==> config.mk <==
export PLATFORM = sky130hd
export DESIGN_NAME = reg_operand_fetch
export DESIGN_NICKNAME = d
export VERILOG_FILES = /design/src/rtl/reg_operand_fetch.sv
export SDC_FILE = /design/constraint.sdc
export NUM_CORES = 1
export LEC_CHECK = 0
export ABC_CLOCK_PERIOD_IN_PS = 5460
export CORE_UTILIZATION = 40
export DETAILED_ROUTE_END_ITERATION = 10
export PLACE_DENSITY = 0.68
export SLEW_MARGIN = 20
export SYNTH_ARGS = -nofsm -noshare
export SYNTH_HDL_FRONTEND = slang
export SYNTH_SLANG_ARGS = --single-unit
export TNS_END_PERCENT = 20
==> constraint.sdc <==
create_clock -name clk -period 5.46 [get_ports clk]
set_clock_uncertainty 0.2 [all_clocks]
set_input_delay 0.546 -clock clk [delete_from_list [all_inputs] [get_ports clk]]
set_output_delay 0.546 -clock clk [all_outputs]
set_load 0.005 [all_outputs]
==> src/rtl/reg_operand_fetch.sv <==
`default_nettype none
// ============================================================================
//  Module   : reg_operand_fetch
//  Brief    : Read-side client of the CPU register bank. Accepts an operand
//             request, drives the bank read addresses, captures the
//             registered bank data one cycle later, forwards any in-flight
//             writeback and presents the operands over valid/ready.
//  Revision : 1.0 - initial release
// ============================================================================
module reg_operand_fetch #(
    parameter int DATA_W = 8,
    parameter int ADDR_W = 3,
    parameter int TAG_W  = 4
) (
    input  logic              clk,
    input  logic              rst,
    // request from decode
    input  logic              req_valid,
    output logic              req_ready,
    input  logic [ADDR_W-1:0] req_rs,
    input  logic [ADDR_W-1:0] req_rs2,
    input  logic [ADDR_W-1:0] req_rd,
    input  logic [TAG_W-1:0]  req_tag,
    // register bank read ports
    output logic [ADDR_W-1:0] rf_rs_o,
    output logic [ADDR_W-1:0] rf_rs2_o,
    input  logic [DATA_W-1:0] rf_dat1_i,
    input  logic [DATA_W-1:0] rf_dat2_i,
    // writeback snoop
    input  logic              wb_en,
    input  logic [ADDR_W-1:0] wb_rd,
    input  logic [DATA_W-1:0] wb_dat,
    // operands to execute
    output logic              out_valid,
    input  logic              out_ready,
    output logic [DATA_W-1:0] op_a,
    output logic [DATA_W-1:0] op_b,
    output logic [ADDR_W-1:0] out_rd,
    output logic [TAG_W-1:0]  out_tag,
    output logic [7:0]        fetch_cnt
);

    localparam logic [1:0] c_IDLE  = 2'd0;
    localparam logic [1:0] c_ADDR  = 2'd1;
    localparam logic [1:0] c_DATA  = 2'd2;
    localparam logic [1:0] c_VALID = 2'd3;

    logic [1:0]        r_state;
    logic [ADDR_W-1:0] r_rs;
    logic [ADDR_W-1:0] r_rs2;
    logic [ADDR_W-1:0] r_rd;
    logic [TAG_W-1:0]  r_tag;
    logic [DATA_W-1:0] r_op_a;
    logic [DATA_W-1:0] r_op_b;
    logic [DATA_W-1:0] r_fwd1;
    logic [DATA_W-1:0] r_fwd2;
    logic              r_fwd1_v;
    logic              r_fwd2_v;
    logic              r_out_valid;
    logic [7:0]        r_fetch_cnt;

    logic              w_req_ready;
    logic              w_req_fire;
    logic              w_out_fire;
    logic              w_wb_hit1;
    logic              w_wb_hit2;
    logic [DATA_W-1:0] w_cap_a;
    logic [DATA_W-1:0] w_cap_b;

    // Handshake and writeback-match decode. A writeback on the current edge
    // beats a value saved during ADDR, which beats the bank read data.
    always_comb begin
        w_req_ready = (r_state == c_IDLE) || ((r_state == c_VALID) && out_ready);
        w_req_fire  = req_valid && w_req_ready;
        w_out_fire  = r_out_valid && out_ready;
        w_wb_hit1   = wb_en && (wb_rd == r_rs);
        w_wb_hit2   = wb_en && (wb_rd == r_rs2);
        w_cap_a     = w_wb_hit1 ? wb_dat : (r_fwd1_v ? r_fwd1 : rf_dat1_i);
        w_cap_b     = w_wb_hit2 ? wb_dat : (r_fwd2_v ? r_fwd2 : rf_dat2_i);
    end

    // Sequencer: IDLE -> ADDR -> DATA -> VALID, with VALID able to accept
    // the next request directly so back-to-back requests skip IDLE.
    always_ff @(posedge clk) begin
        if (!rst) begin
            r_state <= c_IDLE;
        end else begin
            case (r_state)
                c_IDLE:  if (w_req_fire) r_state <= c_ADDR;
                c_ADDR:  r_state <= c_DATA;
                c_DATA:  r_state <= c_VALID;
                c_VALID: begin
                    if (w_out_fire) begin
                        r_state <= req_valid ? c_ADDR : c_IDLE;
                    end
                end
                default: r_state <= c_IDLE;
            endcase
        end
    end

    // Request latch: addresses drive the bank directly, rd/tag ride along.
    // Held in IDLE and VALID so the bank keeps reading the same registers.
    always_ff @(posedge clk) begin
        if (!rst) begin
            r_rs  <= '0;
            r_rs2 <= '0;
            r_rd  <= '0;
            r_tag <= '0;
        end else if (w_req_fire) begin
            r_rs  <= req_rs;
            r_rs2 <= req_rs2;
            r_rd  <= req_rd;
            r_tag <= req_tag;
        end
    end

    // Forward capture: a write committed at the edge ending ADDR lands in
    // the bank too late to appear in its registered output, so keep a copy.
    always_ff @(posedge clk) begin
        if (!rst) begin
            r_fwd1   <= '0;
            r_fwd2   <= '0;
            r_fwd1_v <= 1'b0;
            r_fwd2_v <= 1'b0;
        end else if (r_state == c_ADDR) begin
            r_fwd1_v <= w_wb_hit1;
            r_fwd2_v <= w_wb_hit2;
            if (w_wb_hit1) r_fwd1 <= wb_dat;
            if (w_wb_hit2) r_fwd2 <= wb_dat;
        end else if (r_state == c_DATA) begin
            r_fwd1_v <= 1'b0;
            r_fwd2_v <= 1'b0;
        end
    end

    // Operand registers: captured in DATA, then kept architecturally current
    // while presented by snooping writebacks to the held source indices.
    always_ff @(posedge clk) begin
        if (!rst) begin
            r_op_a <= '0;
            r_op_b <= '0;
        end else if (r_state == c_DATA) begin
            r_op_a <= w_cap_a;
            r_op_b <= w_cap_b;
        end else if (r_state == c_VALID) begin
            if (w_wb_hit1) r_op_a <= wb_dat;
            if (w_wb_hit2) r_op_b <= wb_dat;
        end
    end

    // Output valid flag and completed-handshake counter (wraps modulo 256).
    always_ff @(posedge clk) begin
        if (!rst) begin
            r_out_valid <= 1'b0;
            r_fetch_cnt <= 8'd0;
        end else begin
            if (r_state == c_DATA) begin
                r_out_valid <= 1'b1;
            end else if (w_out_fire) begin
                r_out_valid <= 1'b0;
            end
            if (w_out_fire) begin
                r_fetch_cnt <= r_fetch_cnt + 8'd1;
            end
        end
    end

    assign req_ready = w_req_ready;
    assign rf_rs_o   = r_rs;
    assign rf_rs2_o  = r_rs2;
    assign out_valid = r_out_valid;
    assign op_a      = r_op_a;
    assign op_b      = r_op_b;
    assign out_rd    = r_rd;
    assign out_tag   = r_tag;
    assign fetch_cnt = r_fetch_cnt;

endmodule
`default_nettype wire

Word level (Yosys, flattened, before mapping)

Index checks and enable logic that the tools add are counted.

Mux-type cells: 19
Equality and inequality tests: 7
$add $sub $neg: 1
Reduce and logical (&&, ||, !) cells: 17

Operators with widths:

| cell                                                            | count |
|---|---|
| 8-bit two-way mux                                               | 10 |
| 2-bit AND reduction                                             | 5 |
| 2-bit nonzero test                                              | 5 |
| 8-bit by 1-bit adder with 8-bit output, second input constant   | 1 |
| 2-bit case mux with 4 select lines                              | 1 |
| 3-bit == test                                                   | 2 |
| 1-bit two-way mux                                               | 6 |
| 1-bit logical AND                                               | 5 |
| 2-bit == test, second input constant                            | 2 |
| 2-bit two-way mux                                               | 2 |
| 2-bit != test, second input constant                            | 2 |
| 2-bit by 1-bit == test with 1-bit output, second input constant | 1 |
| 2-bit zero test                                                 | 1 |
| 1-bit logical OR                                                | 1 |

Word-level logic and storage cells: 57
Register bits: 58
Output and inout bits: 39
Bits of input ports: 45

Logic depth before layout (Yosys ltp)

Depth after elaboration: 6
Depth in mapped cells: 7
Depth with buffers taken out: 6

Worst setup path before layout

Ideal clock, no wire load.

Path type: register to output
Start point: register r_state[1]
End point: output req_ready
Buffers on the path: 1
Required time: 4.714 ns
Path slack: 3.664 ns
Arrival: 1.050 ns
Stages on the path, launching flop included: 4
Cell sequence: dfxtp_1 > ha_1 > a21o_1 > buf_1

Word-level cells in the longest chain between the ends: 3
Elaborated cells between the ends (all ways): 4
Those cells by class: eq/ne (1); reduce/logical (3)

Ends and longest elaborated chain:

| what                   | line | text |
|---|---|---|
| start, declared        | 48   | `logic [1:0] r_state;` |
| start signal, assigned | 86   | `r_state <= c_IDLE;` |
| start signal, assigned | 89   | `c_IDLE: if (w_req_fire) r_state <= c_ADDR;` |
| start signal, assigned | 90   | `c_ADDR: r_state <= c_DATA;` |
| 2-bit == test          | 73   | `w_req_ready = (r_state == c_IDLE) \|\| ((r_state == c_VALID) && out_ready);` |
| 1-bit logical AND      | 73   |  |
| 1-bit logical OR *     | 73   |  |
| end, declared          | 19   | `output logic req_ready,` |

Mark *: on every way between the ends. The rest lies on a longest branch, timed or not.

Worst setup path after layout

Start point: input out_ready
End point: output req_ready

Word-level cells in the longest chain between the ends: 2

Ends and longest elaborated chain:

| what              | line | text |
|---|---|---|
| start, declared   | 35   | `input logic out_ready,` |
| 1-bit logical AND | 73   |  |
| 1-bit logical OR  | 73   |  |

Every way passes these cells.

==> results.ini <==
[status]
status = completed

[clock_tree]
clk_pin_slew_ns = 0.06
cts_buffers = 9
post_cts_buffers = 0
clock_tree.buffer_depth = 2
cts-root-buf = clkbuf_8
cts.sinks = 58
insertion_delay_ns = 0.33
cts_tree = done
postCtsHoldBufs = 0
cts.htree.levels = 3
post_cts_resized = 0

[global_routing]
grt_pass1_vias = 2243
grt.total_usage_pct = 19.6
grt_antenna_before_repair = 0
grt_pass1_wl_um = 11000
grt.overflow.total = 0
grt_start_max_net_pins = 56

[power_and_ir_drop]
leakage_uw = 0.00133
swShare_pct = 31.6
power.internal_uw = 946
p_per_area_nw_per_um2 = 359
power_frac_seq_pct = 38.2
power.switching_uw = 436
clock_power_share_pct = 27.3
power_frac_comb_pct = 34.6
peakVddDrop_mv = 0.197

[routing]
drt-wirelength-per-cell_um = 15.7
drtIter0Drc = 201
route.detailed.drc = 0
drtPass1Iterations = 5
vias = 2379
dr_wl_met3_um = 465
via_per_inst = 5.44
dr.max_layer_used = met4
wirelength_um = 6850
wl_met1_um = 3210
wl_met2_um = 3070
antenna_left = 0

[worst_setup_path]
critical_path_class = input port to output port
cp-end-kind = output port
cp_slowest_stage_delay_ns = 0.59
cp_top_family = buffers and inverters
cp_common_cell = clkdlybuf4s50_1
cp.required_ns = 4.71
crit_slowest_cell = clkdlybuf4s50_1
crit_chain = clkdlybuf4s50_1 > a21o_1 > clkdlybuf4s50_1
cp_num_buf_inv = 2
r2r_slack_ns = 3.19
r2r_cells = 6
arrival_ns = 2.06
start_kind = input port
cp_max_fo = 15
cp.depth = 3

[die]
start_util_pct = 42.5
io_pins = 84
core-area_sq_um = 6490
die_x_um = 85.1
fp.dieH_um = 85.1
num_rows = 29
dieArea_sq_um = 7240

[place]
gp_congestion = 0.829
port_buffers = 83
dp_hpwl_um = 4730

[synth]
synth-seq-cells = 58
yosysSeqAreaShare_pct = 42.0
syn-num-nets = 325
ys_types = 30
ys_warn_count = 0
syn_avg_cell_area_sq_um = 10.1
post_synth_instance_area_sq_um = 2760
syn_inst = 274

[finish]
nets = 407
drive_gt1_share_pct = 10.8
area_delta_synth_final_pct = 39.4
final_util_pct = 59.3
layout_common_cells = clkdlybuf4s50_1 (83), dfxtp_1 (58), nor2b_1 (34), nand2_1 (21), mux2i_1 (21)
final_common_cell = clkdlybuf4s50_1
diodes = 0

[timing]
finalSetupTns_ns = 0
fin_crit_ns = 2.81
hold_viol = 0
rsz0062_at_grt = false
min_period_over_period_pct = 51.5
report.final.slew_viol_count = 0
fmax_mhz = 356
slew_headroom_pct = 41.1
finalSetupViolCount = 0
worst_pin_slew_ns = 0.876

[job]
max_cap_viol_count = 0

[hold_path]
holdPathStages = 2
hold_class = flop to flop

==> metal layers <==
| layer | vias up | track usage, % |
|---|---|---|
| met5 | - | 0 |
| met4 | 0 | 10.3 |
| met3 | 10 | 3.60 |
| met2 | 82 | 29.5 |
| met1 | 1130 | 26.8 |
| li1 | 1157 | - |
==> cells in the mapped netlist (all sizes together) <==
cell type	n	area, sq um
a211oi	1	7.51
a21boi	14	105
a21o	1	7.51
a21oi	2	10.0
a221oi	1	8.76
a222oi	14	140
a32oi	2	17.5
a41oi	4	65.1
and2	5	31.3
and3	3	18.8
buf	3	18.8
clkbuf	11	41.3
dfxtp	58	1160
ha	6	75.1
inv	4	15.0
mux2	16	180
mux2i	21	210
nand2	21	78.8
nand2b	1	6.26
nand3	13	65.1
nand4	6	37.5
nor2	4	15.0
nor2b	34	213
nor3	2	10.0
nor4	4	37.5
o21ai	4	20.0
xnor2	10	87.6
xor2	9	78.8
==> per-stage QoR <==
| stage | setup slack, ns | hold slack [ns] | cell area, sq um | power (uW) | cells |
|---|---|---|---|---|---|
| 6_report | 2.65 | 0.264 | 3850 | 1380 | 437 |
| 5_1_grt | 2.56 | 0.291 | 3850 | 1460 | 437 |
| 4_1_cts | 2.63 | 0.268 | 3840 | 1390 | 437 |
| 3_5_place_dp | 2.50 | 0.259 | 3660 | 1010 | 422 |
| 3_3_place_gp | 2.53 | 0.255 | 3660 | 1010 | 422 |
| 2_1_floorplan | 3.66 | 0.260 | 2760 | 798 | 274 |
==> path summary, 6_finish.rpt <==
check        startpoint    endpoint
max           out_ready   req_ready
min          out_tag[0]  out_tag[0]
max reg2reg  r_state[0]     op_b[4]
min reg2reg  out_tag[0]  out_tag[0]
==> power by group through the flow <==
stage,registers (uW),logic [uW],clock network (uW)
global placement,536,470,0
CTS,528,478,387
finish,527,478,377
global route,536,522,407
detailed placement,536,474,0
floorplan,533,265,0
==> sequential cells by signal (all words and copies together) (netlist names) <==
name,flops
fetch_cnt,8
op_a,8
op_b,8
r_fwd1,8
r_fwd2,8
out_tag,4
out_rd,3
rf_rs2_o,3
rf_rs_o,3
r_state,2
out_valid,1
r_fwd1_v,1
r_fwd2_v,1
==> worst register-to-register path: cells and delay by family, from the launching register on <==
kind | cells | cell delay (ns)
AO/OA/AOI/OAI | 2 | 0.37
AND/OR/NAND/NOR | 2 | 0.86
buffers and inverters | 1 | 0.15
adder cells (fa/ha/maj) | 1 | 0.30
flip-flops | 1 | 0.33
==> logic make-up after synthesis <==
group	share of synthesized area (%)
AND/OR/NAND/NOR	18.6
flip-flops	42.0
AO/OA/AOI/OAI	13.8
multiplexers	14.1
XOR/XNOR	6.02
buffers and inverters	2.72
adder cells (fa/ha/maj)	2.72
==> layout make-up <==
cell class / count / area (sq um)
Clock buffer: 12 / 145
Clock inverter: 3 / 40.0
Fill cell: 569 / 2640
Inverter: 4 / 15.0
Multi-Input combinational cell: 198 / 1550
Sequential cell: 58 / 1160
Tap cell: 77 / 96.3
Timing Repair Buffer: 85 / 846
Note: power is estimated with default switching activity, not from simulation.
